File: config.mk
export PLATFORM = sky130hd
export DESIGN_NAME = clk_cfg_ctrl
export DESIGN_NICKNAME = d
export VERILOG_FILES = /design/src/rtl/clk_cfg_ctrl_pkg.sv /design/src/rtl/sclk_lock_mon.sv /design/src/rtl/clk_cfg_ctrl.sv
export SDC_FILE = /design/constraint.sdc
export NUM_CORES = 1
export LEC_CHECK = 0
export BUFFER_PORTS_ARGS = -buffer_cell sky130_fd_sc_hd__buf_2
export CORE_ASPECT_RATIO = 1.5
export CORE_MARGIN = 5
export CORE_UTILIZATION = 57
export DETAILED_ROUTE_END_ITERATION = 8
export PLACE_DENSITY = 0.82
export SYNTH_ARGS = -nofsm -noshare
export SYNTH_HDL_FRONTEND = slang
export SYNTH_SLANG_ARGS = --single-unit
File: constraint.sdc
create_clock -name pclk -period 4.54 [get_ports pclk]
set_clock_uncertainty 0.2 [all_clocks]
set_input_delay 0.908 -clock pclk [delete_from_list [all_inputs] [get_ports pclk]]
set_output_delay 0.908 -clock pclk [all_outputs]
set_load 0.01 [all_outputs]
File: src/rtl/clk_cfg_ctrl_pkg.sv
// Shared types for the I2S clock configuration sequencer: operating parameters, FSM states, legality check.
// CLK_CFG_LOCK_CHECK_EN adds the FAULT state used by the sclk lock-check build.
package clk_cfg_ctrl_pkg;

   typedef enum logic [1:0] {MT = 2'd0, MR = 2'd1, SR = 2'd2, ST = 2'd3} mode_t;
   typedef enum logic [1:0] {k8 = 2'd0, k16 = 2'd1, k32 = 2'd2, k48 = 2'd3} sys_freq_t;
   typedef enum logic [1:0] {hz32 = 2'd0, hz44 = 2'd1, hz48 = 2'd2, hz96 = 2'd3} rate_t;
   typedef enum logic {mono = 1'b0, stereo = 1'b1} chan_t;
   typedef enum logic [1:0] {f16bits = 2'd0, f24bits = 2'd1, f32bits = 2'd2, f_rsvd = 2'd3} frame_t;

   typedef struct packed {
      mode_t     mode;
      sys_freq_t sys_freq;
      rate_t     sample_rate;
      chan_t     chan;
      frame_t    frame;
      logic      mclk_en;
   } OP_t;

   typedef enum logic [2:0] {
      IDLE, DRAIN, HOLD, SETTLE, LOCKED
`ifdef CLK_CFG_LOCK_CHECK_EN
      , FAULT
`endif
   } ccfg_state_t;

   function automatic logic is_master(input OP_t op);
      return (op.mode == MT) || (op.mode == MR);
   endfunction

   // With mclk the divider only supports the 32k system clock at 44.1/48 kHz.
   function automatic logic op_legal(input OP_t op);
      logic legal;
      legal = 1'b0;
      case (op.mode)
         MT, MR: begin
            if (op.mclk_en)
               legal = (op.sys_freq == k32) &&
                       ((op.sample_rate == hz44) || (op.sample_rate == hz48));
            else
               legal = (op.sys_freq == k8) || (op.sys_freq == k16) || (op.sys_freq == k32);
         end
         SR, ST:  legal = 1'b1;
         default: legal = 1'b0;
      endcase
      return legal;
   endfunction

endpackage

File: src/rtl/sclk_lock_mon.sv
// sclk lock monitor: samples sclk, detects rising edges, counts edges and SETTLE cycles.
// Instantiated only when CLK_CFG_LOCK_CHECK_EN is defined.
module sclk_lock_mon #(
   parameter int LOCK_EDGES  = 4,
   parameter int TIMEOUT_CYC = 1024
) (
   input  logic pclk,
   input  logic rst,
   input  logic i_run,
   input  logic i_sclk,
   output logic o_lock,
   output logic o_timeout
);

   localparam int EW = $clog2(LOCK_EDGES + 1);
   localparam int TW = $clog2(TIMEOUT_CYC + 1);

   logic          r_sclk_q;
   logic [EW-1:0] r_edge_cnt;
   logic [TW-1:0] r_tmr;
   logic          w_rise;

   assign w_rise = i_sclk & ~r_sclk_q;

   // Counters sit at zero outside SETTLE, so every SETTLE entry starts clean.
   always_ff @(posedge pclk) begin
      if (rst) begin
         r_sclk_q   <= 1'b0;
         r_edge_cnt <= '0;
         r_tmr      <= '0;
      end else begin
         r_sclk_q <= i_sclk;
         if (!i_run) begin
            r_edge_cnt <= '0;
            r_tmr      <= '0;
         end else begin
            if (w_rise && (r_edge_cnt != EW'(LOCK_EDGES)))
               r_edge_cnt <= r_edge_cnt + 1'b1;
            if (r_tmr != TW'(TIMEOUT_CYC))
               r_tmr <= r_tmr + 1'b1;
         end
      end
   end

   assign o_lock    = i_run && w_rise && (r_edge_cnt == EW'(LOCK_EDGES - 1));
   assign o_timeout = i_run && (r_tmr == TW'(TIMEOUT_CYC - 1));

endmodule

File: src/rtl/clk_cfg_ctrl.sv
// Configuration sequencer for the I2S clock divider: validate OP, drain core, reset divider, confirm clocks.
// CLK_CFG_LOCK_CHECK_EN selects sclk-edge lock detection with timeout/FAULT instead of a fixed settle time.
module clk_cfg_ctrl
   import clk_cfg_ctrl_pkg::*;
#(
   parameter int HOLD_CYC    = 4,
   parameter int LOCK_EDGES  = 4,
   parameter int TIMEOUT_CYC = 1024,
   parameter int SETTLE_CYC  = 256
) (
   input  logic pclk,
   input  logic rst,
   input  logic cfg_valid,
   input  OP_t  cfg_op,
   output logic cfg_ready,
   output logic cfg_err,
   input  logic core_idle,
   input  logic sclk,
   output OP_t  op_out,
   output logic div_rst_,
   output logic xfer_en,
   output logic locked,
   output logic fault
);

`ifdef CLK_CFG_LOCK_CHECK_EN
   localparam int CNT_MAX = HOLD_CYC;
`else
   localparam int CNT_MAX = (HOLD_CYC > SETTLE_CYC) ? HOLD_CYC : SETTLE_CYC;
`endif
   localparam int CW = $clog2(CNT_MAX + 1);

   ccfg_state_t   r_state;
   ccfg_state_t   w_state_next;
   OP_t           r_op;
   OP_t           r_cap;
   logic [CW-1:0] r_cnt;
   logic          r_err;
   logic          w_ready;
   logic          w_legal;
   logic          w_lock;
   logic          w_timeout;

   assign w_legal = op_legal(cfg_op);

`ifdef CLK_CFG_LOCK_CHECK_EN
   logic [31:0] w_unused_cfg;
   assign w_unused_cfg = 32'(SETTLE_CYC);

   sclk_lock_mon #(
      .LOCK_EDGES (LOCK_EDGES),
      .TIMEOUT_CYC(TIMEOUT_CYC)
   ) u_lock_mon (
      .pclk     (pclk),
      .rst      (rst),
      .i_run    (r_state == SETTLE),
      .i_sclk   (sclk),
      .o_lock   (w_lock),
      .o_timeout(w_timeout)
   );
`else
   logic [64:0] w_unused_cfg;
   assign w_unused_cfg = {sclk, 32'(LOCK_EDGES), 32'(TIMEOUT_CYC)};
   assign w_lock    = (r_cnt == CW'(SETTLE_CYC - 1));
   assign w_timeout = 1'b0;
`endif

   always_comb begin
      w_state_next = r_state;
      w_ready      = 1'b0;
      div_rst_     = 1'b0;
      xfer_en      = 1'b0;
      locked       = 1'b0;
      fault        = 1'b0;
      case (r_state)
         IDLE:   w_ready = 1'b1;
         DRAIN:  if (core_idle) w_state_next = is_master(r_cap) ? HOLD : LOCKED;
         HOLD:   if (r_cnt == CW'(HOLD_CYC - 1)) w_state_next = SETTLE;
         SETTLE: begin
            div_rst_ = 1'b1;
            if (w_lock)
               w_state_next = LOCKED;
`ifdef CLK_CFG_LOCK_CHECK_EN
            else if (w_timeout)
               w_state_next = FAULT;
`endif
         end
         LOCKED: begin
            w_ready  = 1'b1;
            locked   = 1'b1;
            xfer_en  = 1'b1;
            div_rst_ = is_master(r_op);
         end
`ifdef CLK_CFG_LOCK_CHECK_EN
         FAULT: begin
            w_ready = 1'b1;
            fault   = 1'b1;
         end
`endif
         default: w_state_next = IDLE;
      endcase
      if (w_ready && cfg_valid && w_legal)
         w_state_next = DRAIN;
   end

   // r_cnt restarts on every state change; it times both HOLD and the fixed SETTLE.
   always_ff @(posedge pclk) begin
      if (rst) begin
         r_state <= IDLE;
         r_op    <= '0;
         r_cap   <= '0;
         r_cnt   <= '0;
         r_err   <= 1'b0;
      end else begin
         r_state <= w_state_next;
         r_err   <= w_ready && cfg_valid && !w_legal;
         if (w_ready && cfg_valid && w_legal)
            r_cap <= cfg_op;
         if ((r_state == DRAIN) && core_idle)
            r_op <= r_cap;
         if (w_state_next != r_state)
            r_cnt <= '0;
         else if (r_cnt != CW'(CNT_MAX))
            r_cnt <= r_cnt + 1'b1;
      end
   end

   assign cfg_ready = w_ready;
   assign cfg_err   = r_err;
   assign op_out    = r_op;

endmodule

# Yosys cells after proc, flatten, opt, wreduce, memory -nomap -nowiden
# Cells that the tools add are included.
word_totals:
  regBits: 33
  out_inout_bits: 16
  in_bits: 15
  elab_cells: 64
classes:
  reduce_logical: 20
  eq_ne: 17
  n_addsub: 1
  muxes: 11
ops:
  columns: ["op", "n"]
  rows:
  - ["3-bit two-way mux", 5]
  - ["3-bit one-hot mux with 4 select lines", 1]
  - ["2-bit by 1-bit equality test with 1-bit output, second input constant", 5]
  - ["9-bit by 1-bit adder with 9-bit output, second input constant", 1]
  - ["9-bit by 2-bit equality test with 1-bit output, second input constant", 1]
  - ["9-bit by 8-bit equality test with 1-bit output, second input constant", 1]
  - ["9-bit inequality test, second input constant", 1]
  - ["2-bit equality test, second input constant", 4]
  - ["2-bit logical NOT", 4]
  - ["2-bit OR reduction", 4]
  - ["3-bit by 2-bit equality test with 1-bit output, second input constant", 2]
  - ["1-bit logical AND", 5]
  - ["1-bit logical OR", 5]
  - ["1-bit one-hot mux with 2 select lines", 2]
  - ["3-bit by 1-bit equality test with 1-bit output, second input constant", 1]
  - ["3-bit equality test, second input constant", 1]
  - ["3-bit logical NOT", 1]
  - ["1-bit two-way mux", 3]
  - ["3-bit inequality test", 1]
  - ["1-bit logical NOT", 1]

# Logic depth before layout (Yosys ltp)
depth:
  ltp_word: 9
  mapped_depth: 8
  ltp_nobuf: 8

# Worst setup path before layout
# No wires, ideal clock.
synth_timing:
  kind: "input-to-reg"
  startpoint: "input port cfg_op[4] (netlist name)"
  endpoint: "register r_cnt[2]"
  arrival_ps: 1888
  path_stages: 4
  n_path_buf: 0
  setup_ps: 95
  t_required_ps: 4245
  setup_slack_ps: 2357
  path_cell_list: "xor2_1 -> a311oi_2 -> o211ai_2 -> a221oi_1"
synth_between:
  elab_chain_cells: 9
  word_cells_on_any_way: 10
  classes_between: "eq/ne (3); mux (3); reduce/logical (4)"
synth_lines:
  columns: ["item", "line_no", "source"]
  rows:
  - ["start: declaration", "clk_cfg_ctrl.sv:14", "input OP_t cfg_op,"]
  - ["2-bit by 1-bit equality test with 1-bit output or 2-bit equality test (tied branches)", "clk_cfg_ctrl_pkg.sv:39", "((op.sample_rate == hz44) || (op.sample_rate == hz48));"]
  - ["1-bit logical OR *", "clk_cfg_ctrl_pkg.sv:39", null]
  - ["1-bit logical AND *", "clk_cfg_ctrl_pkg.sv:38", "legal = (op.sys_freq == k32) &&"]
  - ["1-bit two-way mux *", "clk_cfg_ctrl_pkg.sv:37", "if (op.mclk_en)"]
  - ["1-bit one-hot mux with 2 select lines *", "clk_cfg_ctrl_pkg.sv:35", "case (op.mode)"]
  - ["1-bit logical AND *", "clk_cfg_ctrl.sv:102", "if (w_ready && cfg_valid && w_legal)"]
  - ["3-bit two-way mux *", "clk_cfg_ctrl.sv:102", null]
  - ["3-bit inequality test *", "clk_cfg_ctrl.sv:121", "if (w_state_next != r_state)"]
  - ["2-bit OR reduction (no line) *", null, null]
  - ["end signal: assignment", "clk_cfg_ctrl.sv:124", "r_cnt <= r_cnt + 1'b1;"]
  - ["end: declaration", "clk_cfg_ctrl.sv:37", "logic [CW-1:0] r_cnt;"]
# Mark *: on every way between the ends. The rest lies on a longest branch, timed or not.
# A chain may end at the register's enable or synchronous reset.

# Final worst setup path
layout_timing:
  startpoint: "input port cfg_op[4] (netlist name)"
  endpoint: "register r_cnt[3]"
# Same word-level chain as after synthesis.

==> impl_metrics.tcl <==
set metrics [dict create \
    status "complete, no violations" \
    synth_area_um2 1480 \
    ir_drop_v 0.000200 \
    synth_seq_area_share 0.446 \
    detail-route-antenna-nets 0 \
    power.leakage_nw 0.657 \
    ff2ff_path_depth 8 \
    clockBufferDepth 2 \
    min_from "r_cap[6]" \
    slew_headroom 0.428 \
    final_common_cell "dfxtp_1" \
    drt-total-wl_mm 3.22 \
    antenna_found_initial 0 \
    wl_per_cell_um 14.2 \
    p_per_area_nw_per_um2 325 \
    routed-wl-met3_um 192 \
    synth_top_cell_by_area "dfxtp_1" \
    syn_area_per_cell_um2 8.38 \
    cts_setup_buffers 0 \
    synth_edf_count 0 \
    worstPathRequired_ns 4.59 \
    cts_tree "done" \
    dp_hpwl_mm 2.35 \
    layout-drive-gt1-share 0.202 \
    post_cts_resized 0 \
    yosys_warnings 0 \
    syn_inst 177 \
    gp_congestion 0.793 \
    final_cell_mix "33 x dfxtp_1, 29 x nand2_1, 28 x buf_2, 23 x a21oi_1, 12 x nand3_1" \
    dr.pass1.iters 4 \
    worstReg2RegStart "r_cnt[0]" \
    setup-tns-final_ns 0 \
    die-width_um 51.6 \
    insertion_delay_ns 0.34 \
    max_freq_mhz 382 \
    fin_nets 220 \
    setup.worst_path.end_class "register" \
    r2r_slack_ns 2.10 \
    clock-root-buffer "clkbuf_4" \
    pin_count 31 \
    critPathLaunchType "input pin" \
    htreeDepth 2 \
    die_y_um 72.5 \
    start_util 0.598 \
    tightest_slew_ns 0.858 \
    yosys_register_bits 33 \
    pre_cts_ws_ns 1.58 \
    ys.flop_type "dfxtp_1" \
    whs_path_depth 2 \
    area_growth_pct 11.9 \
    critical_path_class "in2reg" \
    rsz0062_at_grt "no" \
    via_per_inst 6.04 \
    drv_slew 0 \
    wl_met2_mm 1.76 \
    worst_slack_ns 1.93 \
    hold_buffers 0 \
    grt_pass1_vias 1224 \
    cap_violations 0 \
    finalCritPeriodShare 0.576 \
    clkSinkCount 33 \
    path_clk_slew_ns 0.10 \
    yosysUniqueCellTypes 36 \
    wl_met1_mm 1.19 \
    synthDominantCellAreaShare 0.446 \
    synth_async_sr_flop_share 0 \
    critPathMaxFanout 12 \
    cts_buffers 5 \
    grt-ovfl-total 0 \
    min_path_type "reg2reg" \
    critPathArrivalTime_ns 2.66 \
    coreArea_um2 2480 \
    syn_nets 195 \
    dr.first_iter.drc_count 39 \
    topRoutingLayerUsed "met4" \
    finalSetupViolCount 0 \
    dieArea_um2 3740 \
    num_vias 1371 \
    port_buffers 28 \
    period_needed_ns 2.61 \
    r2r-end "r_cnt[3]" \
    holdPathEnd "op_out[6]" \
    antenna_cells 0 \
    grt_pass1_wl_mm 5.30 \
    netlist_top_cells_area "dfxtp_1 45%, a21oi_1 7.8%, nand2_1 7.3%" \
    drc 0 \
    hold_violations 0 \
    grt_usage 0.189 \
    row_count 22 \
    grt_max_degree 25 \
]
==> Yosys cell counts, types with 2 or more instances <==
cell type	n
buf_4	2
nor3_1	2
nand4_1	2
nor2_1	3
a211oi_1	8
clkbuf_1	6
nor2b_1	2
nand3b_1	2
and3_1	4
nand2_1	29
dfxtp_1	33
inv_1	6
xor2_1	4
a21oi_1	23
nand3_1	12
nand2b_1	2
ha_1	3
a221oi_1	2
o21ai_0	11
buf_2	3
xnor2_1	3
==> how the worst max path moves through the flow <==
stage                     startpoint  endpoint  cells past startpoint
after CTS                  cfg_op[4]  r_cnt[2]                      5
after detailed placement   cfg_op[4]  r_cnt[2]                      5
final                      cfg_op[4]  r_cnt[3]                      5
after floorplan            cfg_op[4]  r_cnt[2]                      4
after global placement     cfg_op[4]  r_cnt[2]                      5
after global routing       cfg_op[4]  r_cnt[2]                      5
==> power by group <==
| part | internal (W) | switching (W) | total (W) |
|---|---|---|---|
| clock network | 0.0000588 | 0.0000950 | 0.000154 |
| logic | 0.0000270 | 0.0000473 | 0.0000742 |
| registers | 0.000301 | 0.00000993 | 0.000311 |
| total | 0.000387 | 0.000152 | 0.000539 |
==> worst max-delay path: stages <==
cell,delay [ns]
buf_2,0.11
xor2_1,0.18
a311oi_2,0.76
o221ai_2,0.37
a211oi_1,0.32
==> logic make-up after synthesis <==
| kind of cell | synth area share |
|---|---|
| and+or+nand+nor | 0.205 |
| adders and majority gates | 0.0253 |
| AOI/OAI and AO/OA | 0.220 |
| DFF | 0.446 |
| other | 0.00253 |
| muxes | 0.00675 |
| buffers and inverters | 0.0532 |
| xor gates and xnor gates | 0.0414 |
==> per-layer routing <==
metal,up-vias,track usage
li1,673,-
met1,646,0.189
met2,44,0.333
met3,8,0.0595
met4,0,0.117
met5,-,0
==> sequential cells by signal (all words and copies together), names as in the netlist <==
signal / count
r_state: 3
cfg_err: 1
op_out: 10
r_cnt: 9
r_cap: 10
==> layout make-up <==
class	count	area [um2]
flip-flops and latches	33	661
multi-input cells	126	743
clock inverters	2	10.0
repair buffers	29	148
inverters	7	26.3
fillers	229	818
well taps	24	30.0
clock buffers	6	41.3
==> per-stage QoR <==
step | hold slack (ns) | utilization | total power, W | instances | instance area (um2)
CTS | 0.254 | 0.670 | 0.000546 | 227 | 1660
detailed placement | 0.240 | 0.649 | 0.000392 | 219 | 1610
global placement | 0.233 | 0.649 | 0.000387 | 219 | 1610
global route | 0.280 | 0.670 | 0.000569 | 227 | 1660
floorplan | 0.228 | - | 0.000368 | 177 | 1480
finish | 0.252 | 0.670 | 0.000539 | 227 | 1660
No activity file was read; power rests on OpenSTA's default activity.
